### src/rtl/inst_fetch.sv
// rtl/inst_fetch.sv - instruction fetch stage with IF/ID output register and delay-slot redirects
module inst_fetch #(
    parameter logic [31:0] RESET_PC = 32'h0000_0000,
    parameter int          ADDR_W   = 10
) (
    input  logic              clk,
    input  logic              resetn,
    output logic [ADDR_W-1:0] rom_addr,
    input  logic [31:0]       rom_inst,
    input  logic              jbr_taken,
    input  logic [31:0]       jbr_target,
    input  logic              id_ready,
    output logic              if_valid,
    output logic [31:0]       if_pc,
    output logic [31:0]       if_inst,
    output logic [31:0]       fetch_cnt
);

    typedef enum logic [1:0] {
        BOOT = 2'd0,
        RUN  = 2'd1,
        HOLD = 2'd2
    } state_t;

    state_t      state;
    state_t      state_nx;
    logic [31:0] pc;
    logic [31:0] pc_nx;
    logic [31:0] pend_target;
    logic [31:0] jbr_aligned;
    logic [31:0] pc_inc;
    logic        advance;
    logic        xfer;
    logic        capture;
    logic        pend_load;

    assign advance     = !if_valid || id_ready;
    assign xfer        = if_valid && id_ready;
    assign jbr_aligned = jbr_target & 32'hFFFF_FFFC;
    assign pc_inc      = pc + 32'd4;
    assign rom_addr    = pc[ADDR_W+1:2];

    always_ff @(posedge clk) begin
        if (!resetn) begin
            state <= BOOT;
        end else begin
            state <= state_nx;
        end
    end

    always_comb begin
        state_nx = state;
        case (state)
            BOOT:    state_nx = RUN;
            RUN:     if (!advance && jbr_taken) state_nx = HOLD;
            HOLD:    if (advance) state_nx = RUN;
            default: state_nx = BOOT;
        endcase
    end

    // The word captured alongside a redirect is the delay slot, so capture never depends on jbr_taken.
    always_comb begin
        capture   = 1'b0;
        pend_load = 1'b0;
        pc_nx     = pc;
        case (state)
            RUN: begin
                if (advance) begin
                    capture = 1'b1;
                    pc_nx   = jbr_taken ? jbr_aligned : pc_inc;
                end else if (jbr_taken) begin
                    pend_load = 1'b1;
                end
            end
            HOLD: begin
                if (advance) begin
                    capture = 1'b1;
                    pc_nx   = jbr_taken ? jbr_aligned : pend_target;
                end else if (jbr_taken) begin
                    pend_load = 1'b1;
                end
            end
            default: begin
                capture   = 1'b0;
                pend_load = 1'b0;
                pc_nx     = pc;
            end
        endcase
    end

    always_ff @(posedge clk) begin
        if (!resetn) begin
            pc          <= RESET_PC & 32'hFFFF_FFFC;
            pend_target <= 32'd0;
            if_valid    <= 1'b0;
            if_pc       <= 32'd0;
            if_inst     <= 32'd0;
            fetch_cnt   <= 32'd0;
        end else begin
            pc <= pc_nx;
            if (pend_load) begin
                pend_target <= jbr_aligned;
            end
            if (capture) begin
                if_valid <= 1'b1;
                if_pc    <= pc;
                if_inst  <= rom_inst;
            end
            if (xfer) begin
                fetch_cnt <= fetch_cnt + 32'd1;
            end
        end
    end

endmodule

### config.mk
export PLATFORM = sky130hd
export DESIGN_NAME = inst_fetch
export DESIGN_NICKNAME = d
export VERILOG_FILES = /design/src/rtl/inst_fetch.sv
export SDC_FILE = /design/constraint.sdc
export NUM_CORES = 1
export LEC_CHECK = 0
export BUFFER_PORTS_ARGS = -buffer_cell sky130_fd_sc_hd__buf_4
export CAP_MARGIN = 20
export CORE_MARGIN = 3
export CORE_UTILIZATION = 40
export CTS_CLUSTER_SIZE = 30
export DETAILED_ROUTE_END_ITERATION = 8
export SLEW_MARGIN = 10
export SYNTH_ARGS = -nofsm -noshare
export SYNTH_HDL_FRONTEND = slang
export SYNTH_SLANG_ARGS = --single-unit
### constraint.sdc
create_clock -name clk -period 3.5 [get_ports clk]
set_input_delay 0.35 -clock clk [delete_from_list [all_inputs] [get_ports clk]]
set_output_delay 0.35 -clock clk [all_outputs]
set_load 0.1 [all_outputs]
### Word-level counts from Yosys, hierarchy flattened

Index checks and enable logic that the tools add are counted.

* add/subtract/negate cells: 2
* equal/unequal tests: 5
* multiplexer cells: 13
* reductions and logical operators: 10

Operators by type and width (number)
* 32-bit 2-to-1 mux: 4
* 32-bit case mux with 2 select lines: 1
* 32-bit by 1-bit adder with 32-bit output (second input constant): 1
* 32-bit by 3-bit adder with 32-bit output (second input constant): 1
* 2-bit != test (second input constant): 3
* 2-bit case mux with 3 select lines: 1
* 1-bit 2-to-1 mux: 5
* 2-bit 2-to-1 mux: 2
* 3-bit AND reduction: 1
* 2-bit by 1-bit == test with 1-bit output (second input constant): 1
* 2-bit == test (second input constant): 1
* 1-bit logical AND: 2
* 1-bit logical NOT: 2
* 2-bit logical NOT: 1
* 2-bit AND reduction: 1
* 2-bit nonzero test: 1
* 2-bit OR reduction: 1
* 1-bit logical OR: 1

* register bits: 161
* input port bits: 68
* output and inout port bits: 107
* word-level logic and storage cells: 37

### Depth between registers and ports, before layout

Gate-level depths: netlist of the first run.

* depth in word-level cells: 6
* gate-level depth with buffers: 9
* mapped depth without buffers: 7

### Least setup slack after synthesis of the first run

OpenSTA, ideal clock, no wires.

* path kind: register to register
* start point: register fetch_cnt[0]
* end point: register fetch_cnt[14]
* library setup time: 115 ps
* arrival time: 2364 ps
* required time: 3385 ps
* path slack: 1021 ps
* stages on the path, launching flop included: 8
* path buffers: 1
* clock period less this slack: 2479 ps
* cell sequence: dfxtp_1 ha_1 nand4_1 nor3_1 clkbuf_1 nand2_1 xnor2_1 and2_1

* word-level cells in the longest chain between the ends: 1

Ends and longest elaborated chain
* start, declared: RTL line 16 `output logic [31:0] fetch_cnt`
* start signal, assigned: RTL line 110 `fetch_cnt <= fetch_cnt + 32'd1;`
* 32-bit by 1-bit adder with 32-bit output: RTL line 110

No other way between the ends.
A chain may end at the register's enable or synchronous reset.

### Final worst setup path of the first run

* start point: register state[0]
* end point: register pc[29]

* word-level cells in the longest chain between the ends: 3
* elaborated cells between the ends (all ways): 7
* classes of those cells: 4 x eq/ne; 1 x mux; 2 x reduce/logical

Ends and longest elaborated chain
* start, declared: RTL line 25 `state_t state;`
* start signal, assigned: RTL line 47 `state <= state_nx;`
* 2-bit by 1-bit == test with 1-bit output or 2-bit == test (tied branches): RTL line 66 `case (state)`
* 2-bit != test (no source line) or 2-bit nonzero test (tied branches)
* 3-bit AND reduction (no source line)
* end signal, assigned: RTL line 93 `pc <= RESET_PC & 32'hFFFF_FFFC;`
* end signal, assigned: RTL line 100 `pc <= pc_nx;`
* end, declared: RTL line 27 `logic [31:0] pc;`

Parallel ways exist; a longest one is shown, timed or not.

==> run_results.csv, run 1 <==
group,metric,value,unit
setup_path,crit_required,3810,ps
sta,final-max-slew-violation-count,0,
clock_tree,cts_tree,"done",
power,p_per_area,540.4,nW/um2
global_route,grt_pass1_wl,32740,um
die,fp.coreArea,16940,um2
finish,fillers,1676,
setup_path,crit_path_end_kind,"flop",
sta,max-slew-margin-rel,46.03,%
power,p_seq_share,41.1,%
power,switching_power,1.688,mW
clock_tree,clkSinkCount,157,
sta,fin_setup_tns,0,ps
drt,drt-pass1-iter-count,5,
clock_tree,cts.clk_slew.worst_paths,60,ps
power,pwr-share-clk,34.9,%
min_path,hold_class,"in -> reg",
finish,drive_above_1_share,21.81,%
finish,area_growth,26.99,%
die,die-area,19310,um2
drt,remaining_drc_errors,0,
clock_tree,post_cts_buffers,0,
clock_tree,clk_root_buffer_cell,"clkbuf_16",
synthesis,synth_edf_count,0,
clock_tree,clock_latency,420,ps
placement,port_buffers,170,
synthesis,yosysTopAreaCellShare,44.45,%
synthesis,yosysTopAreaCell,"dfxtp_1",
synthesis,yosysMostFrequentCell,"nand2_1",
power,swShare,34.79,%
finish,fin_nets,1111,
drt,wl_per_cell,15.89,um
finish,final_util,53.01,%
synthesis,ys_seq_area_share,44.45,%
global_route,grt.overflow.total,0,
sta,fin_skew,9.323,ps
setup_path,slowest_delay,690,ps
synthesis,synth_warnings,0,
setup_path,crit_fanout,21,
drt,via_per_inst,5.296,
clock_tree,numCtsBuffers,17,
die,die_y,139.0,um
min_path,holdCritStartpoint,"rom_inst[13]",
synthesis,ys_types,60,
sta,grt_setup_unrepaired,"false",
sta,min_period,2331,ps
finish,multiInputGateArea,3567,um2
finish,fin_cells,1270,
synthesis,synthTopCellsByArea,"dfxtp_1 (44%), nand2_1 (12%), a21oi_1 (7.9%), a21boi_0 (3.3%), clkbuf_1 (2.9%)",
die,start_util,41.75,%
global_route,grt_pass1_vias,6297,
finish,diodes,0,
clock_tree,cts_resized,0,
placement,gp_congestion,0.8169,
global_route,grt_max_degree,61,
drt,wl,20180,um
setup_path,start_kind,"flop",
run,maxCapViolCount,0,
synthesis,syn_inst,905,
synthesis,synth-seq-cells,157,
sta,setup_violations,0,
sta,final_hold_viol_count,0,
setup_path,rr_startpoint,"state[0]",
power,power_frac_comb,24.0,%
global_route,antenna_found_initial,0,
setup_path,cp-startpoint,"state[0]",
sta,period_share,66.59,%
setup_path,crit_type,"reg -> reg",
synthesis,avgSynthCellArea,7.813,um2
drt,drtIter0Drc,477,
synthesis,async_reset_ff_share,0,%
die,fp-row-count,47,
outcome,run_status,"finished clean",
clock_tree,htree_levels,4,
power,ir_drop,366.1,uV
clock_tree,holdBufCountCts,0,
global_route,gr-usage-all-layers,20.31,%
die,die_x,139.0,um
setup_path,cp.arrival,2640,ps
synthesis,synthTopCellsByCount,"nand2_1 (230), dfxtp_1 (157), a21oi_1 (111)",
finish,seq_area,3143,um2
placement,dp_cells,1239,
power,p_leak,3.573,nW
placement,hpwl,13370,um
sta,worst_pin_slew,809.6,ps
drt,ant_nets,0,
sta,max_freq,429.0,MHz
clock_tree,clockBufferDepth,2,
synthesis,syn_area,7071,um2
die,ios,175,
setup_path,slowest_stage,"ha_1",
synthesis,synth_ff_type,"dfxtp_1",
setup_path,crit_chain,"inv_1 > ha_1 > nor2_1 > o21ai_0 > nand3_1 > a311o_1 > o221a_2",
power,cell_internal_pwr,3.164,mW
drt,vias,6726,
[metrics by stage]
step / instance area, um2 / hold WS (ps) / total power, mW / setup WS, ps
floorplan: 7074 / 431.2 / 2.899 / 1021
global placement: 8451 / 439.2 / 3.196 / 1222
detailed placement: 8451 / 446.5 / 3.202 / 1206
CTS: 8979 / 167.2 / 4.909 / 1183
global route: 8979 / 179.4 / 5.048 / 974.7
finish: 8979 / 184.2 / 4.852 / 1169
[metal layers]
metal  share of wire, %  track usage [%]
met4                1.3            5.716
met1                 48            28.47
met5                  0                0
met2                 45            32.42
met3                5.6            3.414
[path summary, 6_finish.rpt]
check | cells past startpoint | endpoint | slack, ps
max | 7 | pc[29] | 1170
min | 3 | if_inst[13] | 180
max reg2reg | 7 | pc[29] | 1170
min reg2reg | 2 | pend_target[26] | 450
[logic make-up after synthesis]
kind of cell             Yosys count  share of synthesized area (%)
flip-flops                       157                          44.45
AND/OR/NAND/NOR                  393                          25.32
buffers and inverters             85                          5.256
XOR/XNOR                          27                          3.345
AO/OA/AOI/OAI                    235                          20.40
other                              1                        0.05304
adder cells (fa/ha/maj)            5                         0.8848
multiplexers                       2                         0.2831
[power groups by stage]
stage / clock, mW / combinational [mW] / sequential (mW)
2_1_floorplan: 0 / 0.478 / 2.42
3_3_place_gp: 0 / 1.16 / 2.03
3_5_place_dp: 0 / 1.17 / 2.03
4_1_cts: 1.74 / 1.17 / 1.99
5_1_grt: 1.80 / 1.24 / 2.01
6_report: 1.69 / 1.16 / 2.00
[worst max-delay path: cells and delay by family, from the launching register on]
| family | cells | cell delay [ps] |
|---|---|---|
| AO/OA/AOI/OAI | 3 | 830 |
| AND/OR/NAND/NOR | 2 | 300 |
| flip-flops | 1 | 320 |
| buffers and inverters | 1 | 80 |
| adder cells (fa/ha/maj) | 1 | 690 |
[sequential cells by signal (all words and copies together), names as in the netlist]
register / count
fetch_cnt: 32
if_inst: 32
pc: 30
if_pc: 30
if_valid: 1
pend_target: 30
state: 2
[cell usage in the layout, fill, tap and decap left out, types with 9 or more instances in the layout]
master       n
xor2_1      19
clkbuf_16   17
a21oi_1    111
nor2_1      49
a21boi_0    31
and3_1      15
buf_4      188
dfxtp_1    157
o21ai_0     35
nand2_1    229
nand3_1     23
and4_1      10
o211ai_1     9
nand4_1     24
nor3_1      11
[final cells by class]
class | count | share of cell area (%)
clock buffers | 24 | 5.142
clock inverters | 7 | 0.7386
flip-flops and latches | 157 | 35.01
inverters | 9 | 0.3763
repair buffers | 189 | 15.94
multi-input cells | 664 | 39.73
well taps | 220 | 3.066
Power figures use the tool's default switching activity.
==> run 2: changes to the inputs <==
Settings changed: PLACE_DENSITY from default to 0.65.
Clock period 3.5 ns to 1.9 ns, I/O delays scaled along.
==> run 2 against run 1 <==
Net effect: non-clock buffer count rose by 66; design area grew 9.2%; register-to-register slack got worse by 1100 ps; maximum frequency increased by 28%; largest power group unchanged; highest routed layer unchanged.
==> run_results.csv, run 2 (same netlist as run 1, synthesis figures left out) <==
group,metric,value,unit
outcome,run_status,"finished clean",
sta,fin_skew,8.283,ps
power,ir_drop,691.7,uV
run,maxCapViolCount,0,
setup_path,crit_required,2220,ps
placement,post_dp_cell_area,8885,um2
global_route,grt_pass1_wl,33730,um
sta,max_freq,549.1,MHz
die,die_x,139.0,um
global_route,grt.overflow.total,0,
die,die_y,139.0,um
setup_path,rr_startpoint,"pc[11]",
die,start_util,41.75,%
die,ios,175,
global_route,met1_usage,28.31,%
global_route,grt_pass1_vias,6581,
setup_path,reg2reg_to,"pc[26]",
clock_tree,clockBufferDepth,2,
placement,gp_congestion,0.8869,
drt,remaining_drc_errors,0,
setup_path,crit_fanout,5,
global_route,antenna_found_initial,0,
drt,wl,20840,um
global_route,gr-usage-all-layers,21.12,%
power,p_leak,3.981,nW
global_route,grtUsageMet3,4.690,%
finish,drive_above_1_share,27.75,%
clock_tree,htree_levels,4,
finish,top_regs,"fetch_cnt (32), if_inst (32)",
placement,pre_cts_slack,76.65,ps
die,fp-row-count,47,
setup_path,cp.arrival,2140,ps
sta,period_share,95.84,%
placement,port_buffers,170,
sta,grt_setup_unrepaired,"true",
setup_path,r2r_setup_slack,80,ps
finish,multiInputGateArea,3603,um2
finish,final_common_cell,"nand2_1",
die,die-area,19310,um2
clock_tree,numCtsBuffers,17,
drt,via_per_inst,5.231,
drt,vias,6994,
setup_path,crit_path_end_kind,"flop",
drt,ant_nets,0,
setup_path,crit_chain,"nand4_1 > or3_4 > nor4b_1 > o21ai_0 > a32o_1",
clock_tree,clkSinkCount,157,
finish,mostFrequentLayoutCells,"nand2_1 (229), buf_4 (220), dfxtp_1 (127)",
clock_tree,cts_tree,"done",
power,p_per_area,958.1,nW/um2
finish,area_growth,38.68,%
sta,fin_ws,78.97,ps
clock_tree,cts.clk_slew.worst_paths,60,ps
drt,drt-pass1-iter-count,5,
min_path,hold_end,"pend_target[25]",
finish,seq_area,3218,um2
sta,min_period,1821,ps
min_path,holdPathStages,3,
setup_path,cp-startpoint,"pc[11]",
sta,setup_violations,0,
global_route,top_usage_layer,"met2",
finish,diodes,0,
die,fp.coreArea,16940,um2
drt,drtIter0Drc,432,
sta,final-max-slew-violation-count,0,
setup_path,crit_type,"reg -> reg",
min_path,hold_class,"in -> reg",
global_route,grt_max_degree,53,
drt,wl_per_cell,15.59,um
clock_tree,clock_latency,430,ps
finish,fillers,1609,
finish,fin_nets,1177,
setup_path,slowest_stage,"or3_4",
clock_tree,clk_root_buffer_cell,"clkbuf_16",
global_route,use_met2,34.59,%
setup_path,slowest_delay,470,ps
setup_path,rr_worst_depth,5,
sta,final_hold_viol_count,0,
min_path,holdCritStartpoint,"jbr_target[25]",
finish,final_cell_area,9806,um2
setup_path,start_kind,"flop",
placement,hpwl,14090,um
run 2: worst max-delay path by stage:
stage | slack [ps] | depth (start not counted) | endpoint
2_1_floorplan | 4 | 6 | fetch_cnt[24]
3_3_place_gp | 110 | 5 | pc[14]
3_5_place_dp | 80 | 5 | pc[14]
4_1_cts | 50 | 5 | pc[14]
5_1_grt | -70 | 5 | pc[26]
6_report | 80 | 5 | pc[26]
run 2: final cells by class:
cell class	instances	area share, %
inverters	9	0.3445
multi-input cells	664	36.75
repair buffers	255	21.30
clock inverters	11	1.072
clock buffers	21	4.913
well taps	220	2.807
flip-flops and latches	157	32.82
run 2: power breakdown:
group          switching, mW  internal (mW)  total (mW)
registers              0.157           3.47        3.63
clock network           1.41           1.96        3.37
logic                   1.70          0.693        2.40
total                   3.27           6.13        9.39
run 2: metal layers:
layer / routed length [um] / vias to the layer above
li1: - / 3516
met1: 9692 / 3243
met2: 9746 / 223
met3: 1205 / 12
met4: 193 / 0
met5: 0 / -
run 2: critical path, delay by kind of cell (launching register included):
kind | cells | cell delay [ps]
AND/OR/NAND/NOR | 3 | 980
flip-flops | 1 | 420
AO/OA/AOI/OAI | 2 | 330
run 2: repair_timing:
action	CTS	global route
endpoints found under the setup margin	0	9
setup buffers	0	1
gates resized for setup	0	8
endpoints found under the hold margin	26	0
hold buffers	26	0
run 2: metrics by stage:
step / hold WS [ps] / cells / TNS, ps / utilization [%] / power [mW]
6_report: 18.02 / 1337 / 0 / 57.90 / 9.395
5_1_grt: 8.925 / 1337 / -101.6 / 57.90 / 9.784
4_1_cts: 0.3847 / 1335 / 0 / 57.46 / 9.454
3_5_place_dp: 447.0 / 1277 / 0 / 52.46 / 6.014
3_3_place_gp: 439.7 / 1277 / 0 / 52.46 / 5.995
2_1_floorplan: 326.0 / 906 / 0 / - / 5.323
